==> src/rtl/shift_arb.sv <==
// shift_arb: shares one cyclic/logical/arithmetic shifter among NREQ requesters behind a
// one-entry response register. Define SHIFT_ARB_RR_EN for round-robin selection; otherwise fixed priority.
module shift_arb #(
    parameter int N    = 32,
    parameter int NREQ = 4
) (
    input  logic                         clk,
    input  logic                         reset,
    input  logic [NREQ-1:0]              req_valid,
    output logic [NREQ-1:0]              req_ready,
    input  logic [NREQ*N-1:0]            req_a,
    input  logic [NREQ*$clog2(N)-1:0]    req_b,
    input  logic [NREQ*2-1:0]            req_op,
    output logic                         resp_valid,
    output logic [$clog2(NREQ)-1:0]      resp_id,
    output logic [N-1:0]                 resp_r,
    input  logic [NREQ-1:0]              resp_ready,
    output logic                         busy
);

    localparam int K    = $clog2(N);
    localparam int ID_W = $clog2(NREQ);

    typedef enum logic [0:0] {
        EMPTY = 1'b0,
        FULL  = 1'b1
    } state_t;

    state_t            state_q, state_d;
    logic [N-1:0]      resp_r_q, resp_r_d;
    logic [ID_W-1:0]   resp_id_q, resp_id_d;
`ifdef SHIFT_ARB_RR_EN
    logic [ID_W-1:0]   last_grant_q, last_grant_d;
`endif

    logic              drain;
    logic              can_grant;
    logic              found;
    logic [ID_W-1:0]   gnt_idx;
    logic [ID_W-1:0]   cand;
    logic              transfer;
    logic [N-1:0]      sel_a;
    logic [K-1:0]      sel_b;
    logic [1:0]        sel_op;
    logic [N-1:0]      shift_res;

    // Rotation takes the upper half of the doubled operand so b = 0 needs no special case.
    function automatic logic [N-1:0] do_shift(input logic [N-1:0] a,
                                              input logic [K-1:0] b,
                                              input logic [1:0]   op);
        logic [2*N-1:0]      rot;
        logic signed [N-1:0] sra;
        rot = {a, a} << b;
        sra = $signed(a) >>> b;
        case (op)
            2'b00:   return rot[2*N-1:N];
            2'b01:   return a << b;
            2'b10:   return a >> b;
            2'b11:   return sra;
            default: return a;
        endcase
    endfunction

    assign resp_valid = (state_q == FULL);
    assign resp_id    = resp_id_q;
    assign resp_r     = resp_r_q;
    assign busy       = resp_valid;

    // Grant selection; reset masks every grant so nothing is accepted in the reset cycle.
    always_comb begin
        drain     = resp_valid & resp_ready[resp_id_q];
        can_grant = ~resp_valid | drain;
        found     = 1'b0;
        gnt_idx   = '0;
        cand      = '0;
`ifdef SHIFT_ARB_RR_EN
        for (int off = 1; off <= NREQ; off++) begin
            cand = ID_W'((int'(last_grant_q) + off) % NREQ);
            if (!found && req_valid[cand]) begin
                found   = 1'b1;
                gnt_idx = cand;
            end else begin
                found   = found;
            end
        end
`else
        for (int i = 0; i < NREQ; i++) begin
            cand = ID_W'(i);
            if (!found && req_valid[cand]) begin
                found   = 1'b1;
                gnt_idx = cand;
            end else begin
                found   = found;
            end
        end
`endif
        transfer = can_grant & found & ~reset;
        for (int i = 0; i < NREQ; i++) begin
            req_ready[i] = transfer && (gnt_idx == ID_W'(i));
        end
    end

    // Operand mux and shared shifter for the granted requester.
    always_comb begin
        sel_a     = req_a[int'(gnt_idx)*N +: N];
        sel_b     = req_b[int'(gnt_idx)*K +: K];
        sel_op    = req_op[int'(gnt_idx)*2 +: 2];
        shift_res = do_shift(sel_a, sel_b, sel_op);
    end

    // Next-state for the response stage; a transfer always wins over a drain.
    always_comb begin
        state_d   = state_q;
        resp_r_d  = resp_r_q;
        resp_id_d = resp_id_q;
`ifdef SHIFT_ARB_RR_EN
        last_grant_d = last_grant_q;
`endif
        case (state_q)
            EMPTY: begin
                if (transfer) begin
                    state_d = FULL;
                end else begin
                    state_d = EMPTY;
                end
            end
            FULL: begin
                if (transfer) begin
                    state_d = FULL;
                end else if (drain) begin
                    state_d = EMPTY;
                end else begin
                    state_d = FULL;
                end
            end
            default: state_d = EMPTY;
        endcase
        if (transfer) begin
            resp_r_d  = shift_res;
            resp_id_d = gnt_idx;
`ifdef SHIFT_ARB_RR_EN
            last_grant_d = gnt_idx;
`endif
        end else begin
            resp_r_d  = resp_r_q;
        end
    end

    // State registers with synchronous reset.
    always_ff @(posedge clk) begin
        if (reset) begin
            state_q   <= EMPTY;
            resp_r_q  <= '0;
            resp_id_q <= '0;
`ifdef SHIFT_ARB_RR_EN
            last_grant_q <= ID_W'(NREQ - 1);
`endif
        end else begin
            state_q   <= state_d;
            resp_r_q  <= resp_r_d;
            resp_id_q <= resp_id_d;
`ifdef SHIFT_ARB_RR_EN
            last_grant_q <= last_grant_d;
`endif
        end
    end

endmodule

==> config.mk <==
export PLATFORM = sky130hd
export DESIGN_NAME = shift_arb
export DESIGN_NICKNAME = d
export VERILOG_FILES = /design/src/rtl/shift_arb.sv
export SDC_FILE = /design/constraint.sdc
export NUM_CORES = 1
export LEC_CHECK = 0
export ABC_AREA = 1
export CAP_MARGIN = 0
export CELL_PAD_IN_SITES_DETAIL_PLACEMENT = 1
export CELL_PAD_IN_SITES_GLOBAL_PLACEMENT = 1
export CORE_MARGIN = 1.5
export CORE_UTILIZATION = 35
export CTS_CLUSTER_SIZE = 20
export DETAILED_ROUTE_END_ITERATION = 8
export GPL_ROUTABILITY_DRIVEN = 1
export PLACE_DENSITY_LB_ADDON = 0.1
export REMOVE_ABC_BUFFERS = 1
export SYNTH_ARGS = -nofsm -noshare
export SYNTH_HDL_FRONTEND = slang
export SYNTH_SLANG_ARGS = --single-unit
==> constraint.sdc <==
create_clock -name clk -period 5 [get_ports clk]
set_clock_uncertainty 0.15 [all_clocks]
set_input_delay 1 -clock clk [delete_from_list [all_inputs] [get_ports clk]]
set_output_delay 1 -clock clk [all_outputs]
set_load 0.005 [all_outputs]
==> results.json <==
{
  "die_h_um": 152,
  "grt.overflow.total": 0,
  "htreeDepth": 2,
  "r2r_start": "resp_id[0]",
  "reg2reg_setup_slack_ps": 2760,
  "finalCriticalPeriod_ps": 4230,
  "synth_top_area_share_pct": 35.5,
  "rows": 54,
  "clock-sinks": 35,
  "hp-class": "reg2reg",
  "syn2layout_area_growth_pct": 29.2,
  "stdcell_count": 1979,
  "cts_buffers": 5,
  "antenna_found_initial": 0,
  "worst-path-max-fanout": 19,
  "postCtsHoldBufs": 0,
  "combPwrFrac_pct": 72.1,
  "coreArea_mm2": 0.0218,
  "synth_edf_count": 0,
  "min_from": "resp_r[6]",
  "clkLatencyLatePin_ps": 300,
  "dieArea_mm2": 0.0231,
  "reg2reg_to": "resp_r[30]",
  "yosysWarnings": 0,
  "synth_area_leaders": "nand3_1, nand2_1, dfxtp_1",
  "synth.most_common_cell": "nand2_1",
  "ys_async_sr_fraction_pct": 0,
  "maxCapViolCount": 0,
  "endpoint_kind": "output port",
  "drcViolationCount": 0,
  "p_int_mw": 1.15,
  "syn_inst": 1564,
  "seq_area_frac_synth_pct": 9.03,
  "grt_pass1_wl_mm": 63.8,
  "whs_ps": 316,
  "port-buffer-count": 205,
  "synth_top_cell_by_area": "nand3_1",
  "synthTopCellsByCount": "nand2_1, nand3_1, buf_2, inv_1, a21oi_1",
  "initial_core_util_pct": 35.7,
  "grt_usage_pct": 34.0,
  "ir_drop_uv": 121,
  "start_kind": "primary input",
  "finalWorstSetupSlack_ps": 774,
  "synth_area_mm2": 0.00776,
  "p_seq_share_pct": 13.7,
  "placedCellCount": 1971,
  "drive_above_1_share_pct": 5.71,
  "drt_iter0_drc": 984,
  "clkTransAtPathRegs_ps": 50,
  "clk_path_buf_depth": 2,
  "rr_worst_depth": 9,
  "relSlewSlack_pct": 58.2,
  "min_period_over_period_pct": 84.5,
  "clockPowerShare_pct": 14.2,
  "hold-path-cell-count": 2,
  "slew_viol_final": 0,
  "finish.net_count": 1864,
  "outcome": "finished clean",
  "synth.ff_latch_count": 35,
  "cp.arrival_ps": 3080,
  "n_fill_cell": 3232,
  "p_leak_nw": 4.81,
  "fin_area_mm2": 0.0100,
  "tightest_slew_ps": 624,
  "place_congestion": 0.938,
  "io_pins": 206,
  "powerDensity_mw_per_mm2": 248,
  "cts_resized": 0,
  "wl_per_cell_um": 20.0,
  "vias": 11500,
  "pre_cts_ws_ps": 600,
  "syn_avg_cell_area_um2": 4.96,
  "clockRootBuffer": "clkbuf_16",
  "postCtsSetupRepairBufs": 0,
  "timing_hold_violations_final": 0,
  "grt_max_degree": 74,
  "ys_types": 35,
  "grt_pass1_vias": 11700,
  "sw_frac_of_total_pct": 53.6,
  "antenna_cells": 0,
  "switching_power_mw": 1.33,
  "dp_hpwl_mm": 30.9,
  "p_total_mw": 2.49,
  "min_to": "resp_r[6]",
  "drt_wl_total_mm": 39.7,
  "path_class": "in2out",
  "placed_area_mm2": 0.00987,
  "firstDrtPassIters": 5,
  "setup_viol": 0,
  "rsz0062_at_grt": "no",
  "cts_tree": "done",
  "ant_nets": 0,
  "ys.flop_type": "dfxtp_1",
  "die_x_um": 152,
  "viasPerCell": 5.79,
  "worst_ep_required_time_ps": 3850,
  "max_freq_mhz": 237
}
kinds of logic (layout without fill, tap and decap cells):
family / after synthesis / in the layout / share of synthesized area, %
flops: 35 / 35 / 9.03
buf+inv: 193 / 328 / 12.2
compound gates: 127 / 127 / 9.19
simple gates: 1209 / 1209 / 69.5
worst max-delay path, cell delays in order:
cell	delay [ps]
clkdlybuf4s50_1	400
buf_4	220
clkinv_1	70
buf_4	270
nand2_1	190
nor2_2	140
clkinv_1	90
nor3_1	160
clkdlybuf4s50_1	530
power by group through the flow:
stage | Sequential [mW] | Combinational, mW | Clock (mW)
2_1_floorplan | 0.346 | 1.03 | 0
3_3_place_gp | 0.345 | 1.74 | 0
3_5_place_dp | 0.347 | 1.76 | 0
4_1_cts | 0.341 | 1.77 | 0.353
5_1_grt | 0.346 | 1.97 | 0.364
6_report | 0.341 | 1.79 | 0.352
per-stage QoR:
step                      utilization, %  TNS (ps)
final                               46.1         0
after CTS                           46.1         0
after detailed placement            45.4         0
after global placement              45.4         0
after global routing                46.1         0
after floorplan                        -    -31070
registers in the layout (all words and copies together) (netlist names):
signal	count
resp_r	32
resp_id	2
busy	1
layout make-up:
| type | count | area (µm²) | share of cell area, % |
|---|---|---|---|
| sequential | 35 | 701 | 6.99 |
| timing repair buffer | 243 | 2400 | 23.9 |
| inverter | 77 | 290 | 2.90 |
| tap | 280 | 350 | 3.49 |
| multi-input combinational | 1336 | 6130 | 61.1 |
| clock buffer | 8 | 156 | 1.56 |
cells in the final DEF, fill, tap and decap left out, drive strengths merged, types with 2 or more instances in the layout:
master	instances
nand2	587
clkinv	3
a21oi	49
nor2	45
nor3	3
dfxtp	35
clkdlybuf4s50	205
o22ai	2
o211ai	11
o21ai	55
a21boi	3
nand3b	7
buf	38
a31oi	2
nand4	9
clkbuf	8
nand3	557
inv	74
a211oi	2
metal layers:
metal / vias up / global-route usage [%] / wire length (µm)
met4: 0 / 13.7 / 1780
met3: 88 / 5.19 / 2310
met2: 404 / 57.2 / 18200
met5: - / 0 / 0
li1: 5517 / - / -
met1: 5452 / 43.3 / 17400
how the worst max path moves through the flow:
| stage | startpoint | slack [ps] | endpoint | cells after the start |
|---|---|---|---|---|
| after floorplan | req_valid[2] | -1060 | resp_r[10] | 16 |
| after global placement | req_valid[3] | 650 | resp_r[10] | 21 |
| after detailed placement | req_valid[3] | 600 | resp_r[6] | 20 |
| after CTS | reset | 780 | req_ready[0] | 9 |
| after global routing | req_valid[3] | 570 | resp_r[10] | 21 |
| final | reset | 770 | req_ready[0] | 9 |
No activity file was read; power rests on OpenSTA's default activity.
